==> src/rtl/rv_mem_pkg.sv <==
// Shared definitions for the data-memory arbiter slice.
//   arb_state_t : arbiter FSM states (core priority / host forced)
//   WORD_W      : data word width
//   MASK_W      : byte-mask width
//   CTR_W       : width of the host wait counter
package rv_mem_pkg;

    localparam int WORD_W = 32;
    localparam int MASK_W = 4;
    localparam int CTR_W  = 8;

    typedef enum logic {
        ARB_CORE  = 1'b0,
        ARB_FORCE = 1'b1
    } arb_state_t;

endpackage

==> src/rtl/dmem_arbiter_if.sv <==
// Bus bundle around the data-memory arbiter: core (LSU) side, host port
// side and the single data_mem port.
//   modport slave  : the arbiter itself
//   modport master : everything around it (LSU, host, data_mem)
//
// Host handshake: the host raises host_req with host_we/addr/wdata/mask and
// keeps all of them stable until it sees host_gnt high in the same cycle;
// the transfer happens at the rising edge where host_req & host_gnt. Read
// data follows one cycle later as a one-cycle host_rvalid pulse.
interface dmem_arbiter_if #(
    parameter int ADDR_W = 32
);
    import rv_mem_pkg::*;

    logic              core_cs;
    logic              core_rd;
    logic [ADDR_W-1:0] core_addr;
    logic [WORD_W-1:0] core_wdata;
    logic [MASK_W-1:0] core_mask;
    logic              core_stall;

    logic              host_req;
    logic              host_we;
    logic [ADDR_W-1:0] host_addr;
    logic [WORD_W-1:0] host_wdata;
    logic [MASK_W-1:0] host_mask;
    logic              host_gnt;
    logic              host_rvalid;
    logic [WORD_W-1:0] host_rdata;

    logic              mem_cs;
    logic              mem_rd;
    logic [ADDR_W-1:0] mem_addr;
    logic [WORD_W-1:0] mem_wdata;
    logic [MASK_W-1:0] mem_mask;
    logic [WORD_W-1:0] mem_rdata;

    modport slave (
        input  core_cs, core_rd, core_addr, core_wdata, core_mask,
        output core_stall,
        input  host_req, host_we, host_addr, host_wdata, host_mask,
        output host_gnt, host_rvalid, host_rdata,
        output mem_cs, mem_rd, mem_addr, mem_wdata, mem_mask,
        input  mem_rdata
    );

    modport master (
        output core_cs, core_rd, core_addr, core_wdata, core_mask,
        input  core_stall,
        output host_req, host_we, host_addr, host_wdata, host_mask,
        input  host_gnt, host_rvalid, host_rdata,
        input  mem_cs, mem_rd, mem_addr, mem_wdata, mem_mask,
        output mem_rdata
    );

endinterface

==> src/rtl/dmem_arbiter_wait_ctr.sv <==
// host_wait_ctr: saturating counter of cycles the host has been denied.
//   clk, reset : clock, async active-high reset
//   inc        : host requesting but not granted this cycle
//   clr        : clear (grant or no request); dominates inc
//   at_max     : the value loaded at the coming edge equals MAX_WAIT
module host_wait_ctr
    import rv_mem_pkg::*;
#(
    parameter int MAX_WAIT = 4
) (
    input  logic clk,
    input  logic reset,
    input  logic inc,
    input  logic clr,
    output logic at_max
);

    localparam logic [CTR_W-1:0] MAX_V = CTR_W'(MAX_WAIT);

    logic [CTR_W-1:0] count;
    logic [CTR_W-1:0] count_next;

    always_comb begin
        count_next = count;
        if (clr) begin
            count_next = '0;
        end else if (inc) begin
            count_next = (count >= MAX_V) ? MAX_V : count + 1'b1;
        end
    end

    // Look-ahead so the FSM can enter ARB_FORCE on the same edge the
    // counter reaches MAX_WAIT.
    assign at_max = (count_next == MAX_V);

    always_ff @(posedge clk or posedge reset) begin
        if (reset) begin
            count <= '0;
        end else begin
            count <= count_next;
        end
    end

endmodule

==> src/rtl/dmem_arbiter.sv <==
// dmem_arbiter: single-port data-memory arbiter between the LSU (core) and
// an external host port. Core has priority; after MAX_WAIT denied host
// cycles the host is forced onto the port for one cycle and the core stalls.
//   clk, reset : clock, async active-high reset
//   bus        : dmem_arbiter_if.slave (core, host and data_mem signals)
//   state      : current arbiter FSM state (debug visibility)
module dmem_arbiter
    import rv_mem_pkg::*;
#(
    parameter int MAX_WAIT = 4,
    parameter int ADDR_W   = 32
) (
    input  logic               clk,
    input  logic               reset,
    dmem_arbiter_if.slave      bus,
    output arb_state_t         state
);

    logic              host_gnt;
    logic              core_stall;
    logic              ctr_inc;
    logic              ctr_at_max;
    logic              host_rvalid;
    logic [WORD_W-1:0] host_rdata;
    logic [ADDR_W-1:0] mux_addr;

    // Grant and stall are combinational; both are masked while in reset.
    always_comb begin
        host_gnt   = 1'b0;
        core_stall = 1'b0;
        if (!reset) begin
            if (state == ARB_FORCE) begin
                host_gnt   = bus.host_req;
                core_stall = bus.host_req & bus.core_cs;
            end else begin
                host_gnt   = bus.host_req & ~bus.core_cs;
            end
        end
    end

    assign bus.host_gnt   = host_gnt;
    assign bus.core_stall = core_stall;

    // Single memory port mux.
    always_comb begin
        if (host_gnt) begin
            bus.mem_cs    = 1'b1;
            bus.mem_rd    = ~bus.host_we;
            mux_addr      = bus.host_addr;
            bus.mem_wdata = bus.host_wdata;
            bus.mem_mask  = bus.host_mask;
        end else begin
            bus.mem_cs    = bus.core_cs;
            bus.mem_rd    = bus.core_rd;
            mux_addr      = bus.core_addr;
            bus.mem_wdata = bus.core_wdata;
            bus.mem_mask  = bus.core_mask;
        end
    end

    assign bus.mem_addr = mux_addr;

    // Counter counts only blocked-request cycles; a grant or a dropped
    // request both restart it from zero.
    assign ctr_inc = bus.host_req & ~host_gnt;

    host_wait_ctr #(
        .MAX_WAIT (MAX_WAIT)
    ) u_wait_ctr (
        .clk    (clk),
        .reset  (reset),
        .inc    (ctr_inc),
        .clr    (~ctr_inc),
        .at_max (ctr_at_max)
    );

    // FSM with registered host read return.
    always_ff @(posedge clk or posedge reset) begin
        if (reset) begin
            state       <= ARB_CORE;
            host_rvalid <= 1'b0;
            host_rdata  <= '0;
        end else begin
            case (state)
                ARB_CORE: begin
                    if (ctr_at_max) begin
                        state <= ARB_FORCE;
                    end
                end
                ARB_FORCE: begin
                    // Leaves on the forced grant or when the host gives up.
                    if (host_gnt || !bus.host_req) begin
                        state <= ARB_CORE;
                    end
                end
                default: state <= ARB_CORE;
            endcase

            host_rvalid <= host_gnt & ~bus.host_we;
            if (host_gnt && !bus.host_we) begin
                host_rdata <= bus.mem_rdata;
            end
        end
    end

    assign bus.host_rvalid = host_rvalid;
    assign bus.host_rdata  = host_rdata;

endmodule

==> src/flat_wrapper.sv <==
// flat-port wrapper written by rule: the top's interface ports become plain ports
module dmem_arbiter_flat import rv_mem_pkg::*;
#(
    parameter int MAX_WAIT = 4,
    parameter int ADDR_W   = 32
)
  (clk, reset, state, bus_core_cs, bus_core_rd, bus_core_addr, bus_core_wdata, bus_core_mask, bus_core_stall, bus_host_req, bus_host_we, bus_host_addr, bus_host_wdata, bus_host_mask, bus_host_gnt, bus_host_rvalid, bus_host_rdata, bus_mem_cs, bus_mem_rd, bus_mem_addr, bus_mem_wdata, bus_mem_mask, bus_mem_rdata);
  dmem_arbiter_if #(.ADDR_W(ADDR_W)) bus_i ();
  input  logic clk;
  input  logic reset;
  output arb_state_t state;
  input wire logic [$bits(bus_i.core_cs)-1:0] bus_core_cs;
  input wire logic [$bits(bus_i.core_rd)-1:0] bus_core_rd;
  input wire logic [$bits(bus_i.core_addr)-1:0] bus_core_addr;
  input wire logic [$bits(bus_i.core_wdata)-1:0] bus_core_wdata;
  input wire logic [$bits(bus_i.core_mask)-1:0] bus_core_mask;
  output wire logic [$bits(bus_i.core_stall)-1:0] bus_core_stall;
  input wire logic [$bits(bus_i.host_req)-1:0] bus_host_req;
  input wire logic [$bits(bus_i.host_we)-1:0] bus_host_we;
  input wire logic [$bits(bus_i.host_addr)-1:0] bus_host_addr;
  input wire logic [$bits(bus_i.host_wdata)-1:0] bus_host_wdata;
  input wire logic [$bits(bus_i.host_mask)-1:0] bus_host_mask;
  output wire logic [$bits(bus_i.host_gnt)-1:0] bus_host_gnt;
  output wire logic [$bits(bus_i.host_rvalid)-1:0] bus_host_rvalid;
  output wire logic [$bits(bus_i.host_rdata)-1:0] bus_host_rdata;
  output wire logic [$bits(bus_i.mem_cs)-1:0] bus_mem_cs;
  output wire logic [$bits(bus_i.mem_rd)-1:0] bus_mem_rd;
  output wire logic [$bits(bus_i.mem_addr)-1:0] bus_mem_addr;
  output wire logic [$bits(bus_i.mem_wdata)-1:0] bus_mem_wdata;
  output wire logic [$bits(bus_i.mem_mask)-1:0] bus_mem_mask;
  input wire logic [$bits(bus_i.mem_rdata)-1:0] bus_mem_rdata;
  assign bus_i.core_cs = bus_core_cs;
  assign bus_i.core_rd = bus_core_rd;
  assign bus_i.core_addr = bus_core_addr;
  assign bus_i.core_wdata = bus_core_wdata;
  assign bus_i.core_mask = bus_core_mask;
  assign bus_core_stall = bus_i.core_stall;
  assign bus_i.host_req = bus_host_req;
  assign bus_i.host_we = bus_host_we;
  assign bus_i.host_addr = bus_host_addr;
  assign bus_i.host_wdata = bus_host_wdata;
  assign bus_i.host_mask = bus_host_mask;
  assign bus_host_gnt = bus_i.host_gnt;
  assign bus_host_rvalid = bus_i.host_rvalid;
  assign bus_host_rdata = bus_i.host_rdata;
  assign bus_mem_cs = bus_i.mem_cs;
  assign bus_mem_rd = bus_i.mem_rd;
  assign bus_mem_addr = bus_i.mem_addr;
  assign bus_mem_wdata = bus_i.mem_wdata;
  assign bus_mem_mask = bus_i.mem_mask;
  assign bus_i.mem_rdata = bus_mem_rdata;
  dmem_arbiter #(.MAX_WAIT(MAX_WAIT), .ADDR_W(ADDR_W)) u_core (.clk(clk), .reset(reset), .bus(bus_i), .state(state));
endmodule
==> config.mk <==
export PLATFORM = sky130hd
export DESIGN_NAME = dmem_arbiter_flat
export DESIGN_NICKNAME = d
export VERILOG_FILES = /design/src/rtl/rv_mem_pkg.sv /design/src/rtl/dmem_arbiter_if.sv /design/src/rtl/dmem_arbiter_wait_ctr.sv /design/src/rtl/dmem_arbiter.sv /design/src/flat_wrapper.sv
export SDC_FILE = /design/constraint.sdc
export NUM_CORES = 1
export LEC_CHECK = 0
export CELL_PAD_IN_SITES_DETAIL_PLACEMENT = 1
export CELL_PAD_IN_SITES_GLOBAL_PLACEMENT = 1
export CORE_MARGIN = 5
export CORE_UTILIZATION = 20
export DETAILED_ROUTE_END_ITERATION = 8
export PLACE_DENSITY_LB_ADDON = 0.1
export SYNTH_ARGS = -nofsm -noshare
export SYNTH_HDL_FRONTEND = slang
export SYNTH_SLANG_ARGS = --single-unit
==> constraint.sdc <==
create_clock -name clk -period 5 [get_ports clk]
set_clock_uncertainty 0.2 [all_clocks]
set_input_delay 1.5 -clock clk [delete_from_list [all_inputs] [get_ports clk]]
set_output_delay 1.5 -clock clk [all_outputs]
set_load 0.05 [all_outputs]
# ---- Yosys cells after proc, flatten, opt, wreduce, memory -nomap -nowiden
# Index checks and enable logic that the tools add are counted.
dict set report op_classes {
  muxes 14
  n_eq_ne 1
  n_reduce_logical 4
  add_sub_neg 1
  order_cmp 1
  n_bitwise 8
}
# op count
set ops {}
lappend ops {{$mux 32} 2}
lappend ops {{$mux 8} 2}
lappend ops {{$add 8x1->8 const B} 1}
lappend ops {{$eq 8x3->1 const B} 1}
lappend ops {{$ge 8x3->1 const B} 1}
lappend ops {{$mux 1} 8}
lappend ops {{$and 1x1->1} 4}
lappend ops {{$mux 4} 1}
lappend ops {{$not 1->1} 4}
lappend ops {{$logic_not 1->1} 2}
lappend ops {{$pmux 1 s2} 1}
lappend ops {{$logic_and 1x1->1} 1}
lappend ops {{$logic_or 1x1->1} 1}
dict set report word_totals {
  regBits 42
  output_inout_bits 106
  elab_cells 33
  input_bits 174
}

# ---- Depth between registers and ports, before layout
# Gate-level depths: netlist (run 1).
dict set report depth {
  depth_word 10
  mapped_depth 5
  depth_no_buf 5
}

# ---- Modules after synthesis
# A second synthesis (run 1) with hierarchy kept.
dict set report hier_totals {
  hier_cells 211
  hier_area_um2 2620.0
}
# mod area_per_inst_um2 cells_per_inst seq_area_each_um2 n_inst
set modules_own_cells {}
lappend modules_own_cells {dmem_arbiter 2142.1 160 850.8 1}
lappend modules_own_cells {host_wait_ctr 478.0 51 200.2 1}

# ---- Worst setup path after synthesis (run 1)
# No wires, ideal clock.
dict set report synth_path {
  path_kind {input-to-output}
  start {input bus_core_cs}
  end {output bus_mem_addr[22]}
  arrival_ps 2620
  cell_stages 5
  t_required_ps 3300
  slack_ps 680
  path_buffers 2
  path_cell_list {nor2b_4 nor2_4 buf_6 buf_6 mux2_2}
}
dict set report synth_between {
  elab_chain_cells 5
}
# element line
set synth_rtl {}
lappend synth_rtl {{from (decl)} flat_wrapper.sv:12} ;# input wire logic [$bits(bus_i.core_cs)-1:0] bus_core_cs;
lappend synth_rtl {{$not 1->1} dmem_arbiter.sv:36} ;# host_gnt = bus.host_req & ~bus.core_cs;
lappend synth_rtl {{$and 1x1->1} dmem_arbiter.sv:36}
lappend synth_rtl {{$mux 1} dmem_arbiter.sv:32} ;# if (state == ARB_FORCE) begin
lappend synth_rtl {{$mux 1} dmem_arbiter.sv:31} ;# if (!reset) begin
lappend synth_rtl {{named net bus_host_gnt} flat_wrapper.sv:23} ;# output wire logic [$bits(bus_i.host_gnt)-1:0] bus_host_gnt;
lappend synth_rtl {{$mux 32} dmem_arbiter.sv:46} ;# if (host_gnt) begin
lappend synth_rtl {{to (decl)} flat_wrapper.sv:28} ;# output wire logic [$bits(bus_i.mem_addr)-1:0] bus_mem_addr;
# The timed path passes the listed nets, and every way through them passes these cells.

# ---- Worst setup path in the final report (run 1)
dict set report layout_path {
  start {input reset}
  end {output bus_mem_wdata[23]}
}
dict set report layout_between {
  elab_chain_cells 2
}
# element line
set layout_rtl {}
lappend layout_rtl {{from (decl)} flat_wrapper.sv:10} ;# input logic reset;
lappend layout_rtl {{$mux 1} dmem_arbiter.sv:31}
lappend layout_rtl {{$mux 32} dmem_arbiter.sv:46}
lappend layout_rtl {{to (decl)} flat_wrapper.sv:29} ;# output wire logic [$bits(bus_i.mem_wdata)-1:0] bus_mem_wdata;
# No other way between the ends.

==> impl_metrics.yaml, run 1 <==
clocking:
  cts_tree: "done"
  cts_max_path_buffers: 2
  cts.sinks: 42
  numCtsBuffers: 5
  post-cts-setup-buffers: 0
  clk_latency_ns: 0.28
  path_clk_slew_ns: 0.05
  h-tree-depth: 2
  cts_resized: 0
  clockRootBuffer: "clkbuf_16"
  holdBufCountCts: 0
floorplan:
  design.die.area_um2: 14500
  die_y_um: 120
  die_w_um: 120
  start_util: 0.204
  core_um2: 12000
  row_count: 40
  io_pins: 280
place:
  gp_congestion: 0.857
  post-dp-hpwl_mm: 11.0
  place_area_um2: 5250
  dpl.cell_count: 604
  portBuffers: 279
global_route:
  grt_overflow: 0
  grt_max_degree: 43
  grt_pass1_vias: 2786
  antenna_found_initial: 0
  grt_use_total: 0.167
  grt_first_pass_wirelength_mm: 18.4
setup_path:
  r2r_start: "u_core.state$_DFF_PP0_"
  cp-startpoint: "reset"
  crit_required_ns: 3.30
  crit_fanout: 37
  cp-end-kind: "primary output"
  crit_type: "in -> out"
  start_kind: "primary input"
  worstPathArrival_ns: 3.16
final_layout:
  finalNetCount: 640
  drive_above_1_share: 0.399
  fillers: 1326
  antenna_cells: 0
  design_area_um2: 5420
  post-route-util: 0.453
  stdcell_count: 611
  area_delta_synth_final_pct: 122
timing:
  hold_viol_final: 0
  max-slew-margin-rel: 0.614
  holdWs_ns: 0.290
  fin_crit_ns: 4.86
  fin_crit_sh: 0.972
  worst_pin_slew_ns: 0.578
  slew_violations: 0
  setup_violations: 0
  max_freq_mhz: 206
  grt_setup_unrepaired: "false"
  setup_tns_ns: 0
logic_synthesis:
  synth_most_common_cell: "mux2_2"
  yosysWarnings: 0
  synth_cell_types: 21
  syn_inst: 180
  synth_top_area_share: 0.452
  synth.area.top_cells: "mux2_2, dfrtp_1, buf_6"
  synth_area_um2: 2440
  synth_edf_count: 0
  async_reset_ff_frac: 1.00
  avgSynthCellArea_um2: 13.6
  synth-seq-cells: 42
  synth_largest_area_cell: "mux2_2"
  synthTopCellsByCount: "mux2_2, dfrtp_1, buf_2, buf_6, inv_1"
  synth_top_flop_cell: "dfrtp_1"
  ys_seq_area_frac: 0.431
routing:
  num_vias: 2553
  dr.pass1.iters: 3
  drtAntennaViolNets: 0
  wl_per_cell_um: 21.1
  drtIter0Drc: 55
  drt-total-wl_mm: 12.9
  vias_per_cell: 4.18
  route.detailed.drc: 0
outcome:
  status: "finished clean"
power:
  power_leakage_nw: 2.24
  ir_drop_v: 0.000241
  power_density_nw_per_um2: 310
worst_hold_path:
  hold_path_class: "reg -> reg"
  min_from: "u_core.bus.host_rdata[18]$_DFFE_PP0P_"
flow_run:
  maxCapViolations: 0
-- final cells by class --
class / instances / area, um^2 / share of cell area
Multi-Input combinational cell: 127 / 1300 / 0.241
Timing Repair Buffer: 283 / 2690 / 0.497
Tap cell: 147 / 184 / 0.0339
Clock inverter: 1 / 30.0 / 0.00554
Inverter: 5 / 18.8 / 0.00346
Sequential cell: 42 / 1050 / 0.194
Clock buffer: 6 / 139 / 0.0256
-- cells by family after synthesis --
logic type / after synthesis / synth area share
AOI/OAI and AO/OA: 5 / 0.0108
muxes: 100 / 0.462
buffers and inverters: 15 / 0.0410
and+or+nand+nor: 15 / 0.0441
adders and majority gates: 2 / 0.0103
other: 1 / 0.00154
DFF: 42 / 0.431
-- registers in the layout, summed over array words and instances (netlist names) --
register,count
u_core.state,1
u_core.bus.host_rdata,32
u_core.u_wait_ctr.count,8
u_core.bus.host_rvalid,1
-- placed cells by master, fill, tap and decap left out, drive strengths merged, types with 3 or more instances in the layout --
| master | instances |
|---|---|
| nor3 | 3 |
| mux2 | 100 |
| buf | 76 |
| inv | 4 |
| clkbuf | 6 |
| clkdlybuf4s50 | 207 |
| nand2b | 3 |
| nor2 | 5 |
| conb | 5 |
| dfrtp | 42 |
-- metal layers --
| layer | track usage | wire [um] |
|---|---|---|
| met1 | 0.191 | 4880 |
| met2 | 0.298 | 6550 |
| met3 | 0.0720 | 1410 |
| met4 | 0.0191 | 36 |
| met5 | 0 | 0 |
-- power breakdown --
| part | internal, mW | switching [mW] | leakage (nW) | total, mW |
|---|---|---|---|---|
| logic | 0.365 | 0.511 | 1.65 | 0.876 |
| registers | 0.403 | 0.0321 | 0.506 | 0.435 |
| clock network | 0.246 | 0.122 | 0.0829 | 0.368 |
-- per-stage QoR --
| step | power [mW] | setup WS, ns |
|---|---|---|
| final | 1.68 | 0.140 |
| after CTS | 1.70 | 0.129 |
| after global routing | 1.76 | 0.0774 |
| after detailed placement | 1.32 | 0.138 |
| after floorplan | 0.951 | 0.680 |
| after global placement | 1.32 | 0.147 |
-- path summary, 6_finish.rpt --
kind,to,slack (ns),depth (start not counted)
max in group asynchronous,u_core.bus.host_rdata[13]$_DFFE_PP0P_,2.71,3
max,bus_mem_wdata[23],0.14,6
min,u_core.bus.host_rdata[18]$_DFFE_PP0P_,0.29,1
max reg2reg,u_core.bus.host_rdata[4]$_DFFE_PP0P_,3.15,4
min in group asynchronous,u_core.state$_DFF_PP0_,1.52,3
min reg2reg,u_core.bus.host_rdata[18]$_DFFE_PP0P_,0.29,1
-- worst max-delay path, stage by stage --
cell and delay [ns]:
clkdlybuf4s50_1 0.45, nand2b_4 0.19, nor2_4 0.18, buf_12 0.25
mux2_2 0.37, buf_4 0.19
(Power assumes the default switching activity.)
==> run 2, diff against run 1 <==
--- a/config.mk
+++ b/config.mk
@@ -5,10 +5,12 @@
 export SDC_FILE = /design/constraint.sdc
 export NUM_CORES = 1
 export LEC_CHECK = 0
+export ABC_AREA = 1
+export CAP_MARGIN = 20
 export CELL_PAD_IN_SITES_DETAIL_PLACEMENT = 1
 export CELL_PAD_IN_SITES_GLOBAL_PLACEMENT = 1
 export CORE_MARGIN = 5
-export CORE_UTILIZATION = 20
+export CORE_UTILIZATION = 18
 export DETAILED_ROUTE_END_ITERATION = 8
 export PLACE_DENSITY_LB_ADDON = 0.1
 export SYNTH_ARGS = -nofsm -noshare
==> run 2 against run 1 <==
Effect of this change: via count rose by 37%; sequential share of layout area down 2.8 points; critical path depth rose by 3; total power increased by 7.9%; utilization is 0.98 points higher; final cell count up 40%; area after synthesis rose by 2.2%; largest cell class unchanged.
==> impl_metrics.yaml, run 2 <==
place:
  dpl.cell_count: 850
  post-dp-hpwl_mm: 12.9
  portBuffers: 279
  gp_congestion: 0.832
logic_synthesis:
  synth-seq-cells: 42
  syn_inst: 398
  avgSynthCellArea_um2: 6.27
  yosysWarnings: 0
  async_reset_ff_frac: 1.00
  synth.area.top_cells: "nand2_1, dfrtp_1, buf_2"
  synth_top_area_share: 0.465
  synth_most_common_cell: "nand2_1"
  synth_edf_count: 0
  synth_top_flop_cell: "dfrtp_1"
  synth_cell_types: 19
  synthTopCellsByCount: "nand2_1, dfrtp_1, buf_2"
  ys_seq_area_frac: 0.421
  synth_area_um2: 2490
  synth_largest_area_cell: "nand2_1"
floorplan:
  start_util: 0.182
  core_um2: 13700
  die_w_um: 128
  design.die.area_um2: 16300
  row_count: 43
  die_y_um: 128
  io_pins: 280
clocking:
  post-cts-setup-buffers: 0
  cts.sinks: 42
  holdBufCountCts: 0
  cts_max_path_buffers: 2
  cts_resized: 0
  clockRootBuffer: "clkbuf_16"
  path_clk_slew_ns: 0.06
  numCtsBuffers: 5
  cts_tree: "done"
  h-tree-depth: 2
  clk_latency_ns: 0.28
setup_path:
  crit_type: "in -> out"
  cp-end-kind: "primary output"
  crit_required_ns: 3.30
  start_kind: "primary input"
  worstPathArrival_ns: 2.99
  crit_fanout: 41
final_layout:
  finalNetCount: 853
  drive_above_1_share: 0.140
  layout_common_cells: "nand2_1, clkdlybuf4s50_1, buf_12"
  area_delta_synth_final_pct: 155
  largest_register_ffs: 32
  stdcell_count: 858
  top_regs: "u_core.bus.host_rdata: 32 flops, u_core.u_wait_ctr.count: 8 flops"
  fillers: 1633
  final_common_cell: "nand2_1"
  regMostFlops: "u_core.bus.host_rdata"
global_route:
  grt_use_total: 0.181
  grt_first_pass_wirelength_mm: 22.8
  antenna_found_initial: 1
  grt_pass1_vias: 3746
  grt_overflow: 0
  grt_max_degree: 43
timing:
  max-slew-margin-rel: 0.629
  fin_crit_sh: 0.937
  slew_violations: 0
  max_freq_mhz: 213
  holdWs_ns: 0.271
  grt_setup_unrepaired: "false"
  fin_crit_ns: 4.69
  worst_pin_slew_ns: 0.555
  setup_violations: 0
  hold_viol_final: 0
  setup_tns_ns: 0
outcome:
  status: "finished clean"
routing:
  num_vias: 3506
  drtAntennaViolNets: 0
  route.detailed.drc: 0
  drtIter0Drc: 112
  wl_per_cell_um: 17.9
  drt-total-wl_mm: 15.4
  dr.pass1.iters: 4
  vias_per_cell: 4.09
power:
  total_power_mw: 1.81
  ir_drop_v: 0.000254
  power_leakage_nw: 3.09
  power_density_nw_per_um2: 285
flow_run:
  maxCapViolations: 0
worst_hold_path:
  hold_path_class: "reg -> reg"
run 2: cell count changes in the layout (fill, tap and decap cells not counted), moves of 3 or more:
| cell | previous run | this run |
|---|---|---|
| buf_4 | 72 | 7 |
| nand2_1 | 1 | 309 |
| buf_12 | 4 | 74 |
| inv_2 | 0 | 3 |
| mux2_2 | 98 | 0 |
run 2: cells by family after synthesis:
logic type / synth area share
AND/OR/NAND/NOR: 0.494
buffers and inverters: 0.0662
AO/OA/AOI/OAI: 0.00703
adder cells (fa/ha/maj): 0.0100
flip-flops: 0.421
other: 0.00150
run 2: layout make-up:
type                            instances  area [um^2]  share of cell area
Clock inverter                          2         10.0             0.00158
Sequential cell                        42         1050               0.166
Inverter                               10         37.5             0.00591
Multi-Input combinational cell        330         1290               0.204
Clock buffer                            5          125              0.0197
Timing Repair Buffer                  288         3610               0.568
Tap cell                              180          225              0.0355
Antenna cell                            1         2.50            0.000394
run 2: path summary, 6_finish.rpt:
check | startpoint | to | slack, ns | depth (start not counted)
setup / recovery | bus_host_req | bus_mem_addr[12] | 0.31 | 9
hold / removal | u_core.bus.host_rdata[2]$_DFFE_PP0P_ | u_core.bus.host_rdata[2]$_DFFE_PP0P_ | 0.27 | 2
setup reg to reg | u_core.state$_DFF_PP0_ | u_core.bus.host_rdata[9]$_DFFE_PP0P_ | 3.24 | 9
hold reg to reg | u_core.bus.host_rdata[2]$_DFFE_PP0P_ | u_core.bus.host_rdata[2]$_DFFE_PP0P_ | 0.27 | 2
max in group asynchronous | reset | u_core.bus.host_rdata[11]$_DFFE_PP0P_ | 2.63 | 3
min in group asynchronous | reset | u_core.state$_DFF_PP0_ | 1.58 | 3
run 2: report_power, final:
part           switching, mW  internal [mW]
clock                  0.125          0.180
sequential            0.0332          0.401
combinational          0.612          0.462
run 2: critical path, cell delays in order:
cell	delay (ns)
clkdlybuf4s50_1	0.49
inv_1	0.08
nor2_4	0.11
nand2_4	0.07
inv_2	0.12
buf_12	0.22
nand2_1	0.08
nand2_1	0.14
buf_12	0.16
run 2: per-layer routing:
layer | vias to the layer above | routed length [um] | global-route usage
met3 | 19 | 1400 | 0.0504
met1 | 1600 | 5960 | 0.218
li1 | 1724 | - | -
met5 | - | 11 | 0
met4 | 2 | 340 | 0.0499
met2 | 161 | 7640 | 0.316
run 2: per-stage QoR:
stage | util | instance area [um^2] | worst slack (ns)
after floorplan | - | 2510 | 0.540
after global placement | 0.453 | 6210 | 0.306
after detailed placement | 0.453 | 6210 | 0.297
after CTS | 0.463 | 6350 | 0.289
after global routing | 0.463 | 6350 | 0.205
final | 0.463 | 6350 | 0.313
==> run 3, diff against run 2 <==
--- a/config.mk
+++ b/config.mk
@@ -13,6 +13,7 @@
 export CORE_UTILIZATION = 18
 export DETAILED_ROUTE_END_ITERATION = 8
 export PLACE_DENSITY_LB_ADDON = 0.1
+export SETUP_SLACK_MARGIN = 0.15
 export SYNTH_ARGS = -nofsm -noshare
 export SYNTH_HDL_FRONTEND = slang
 export SYNTH_SLANG_ARGS = --single-unit
==> results of run 3 <==
Final layout, timing and power as in run 2 (identical DEF).
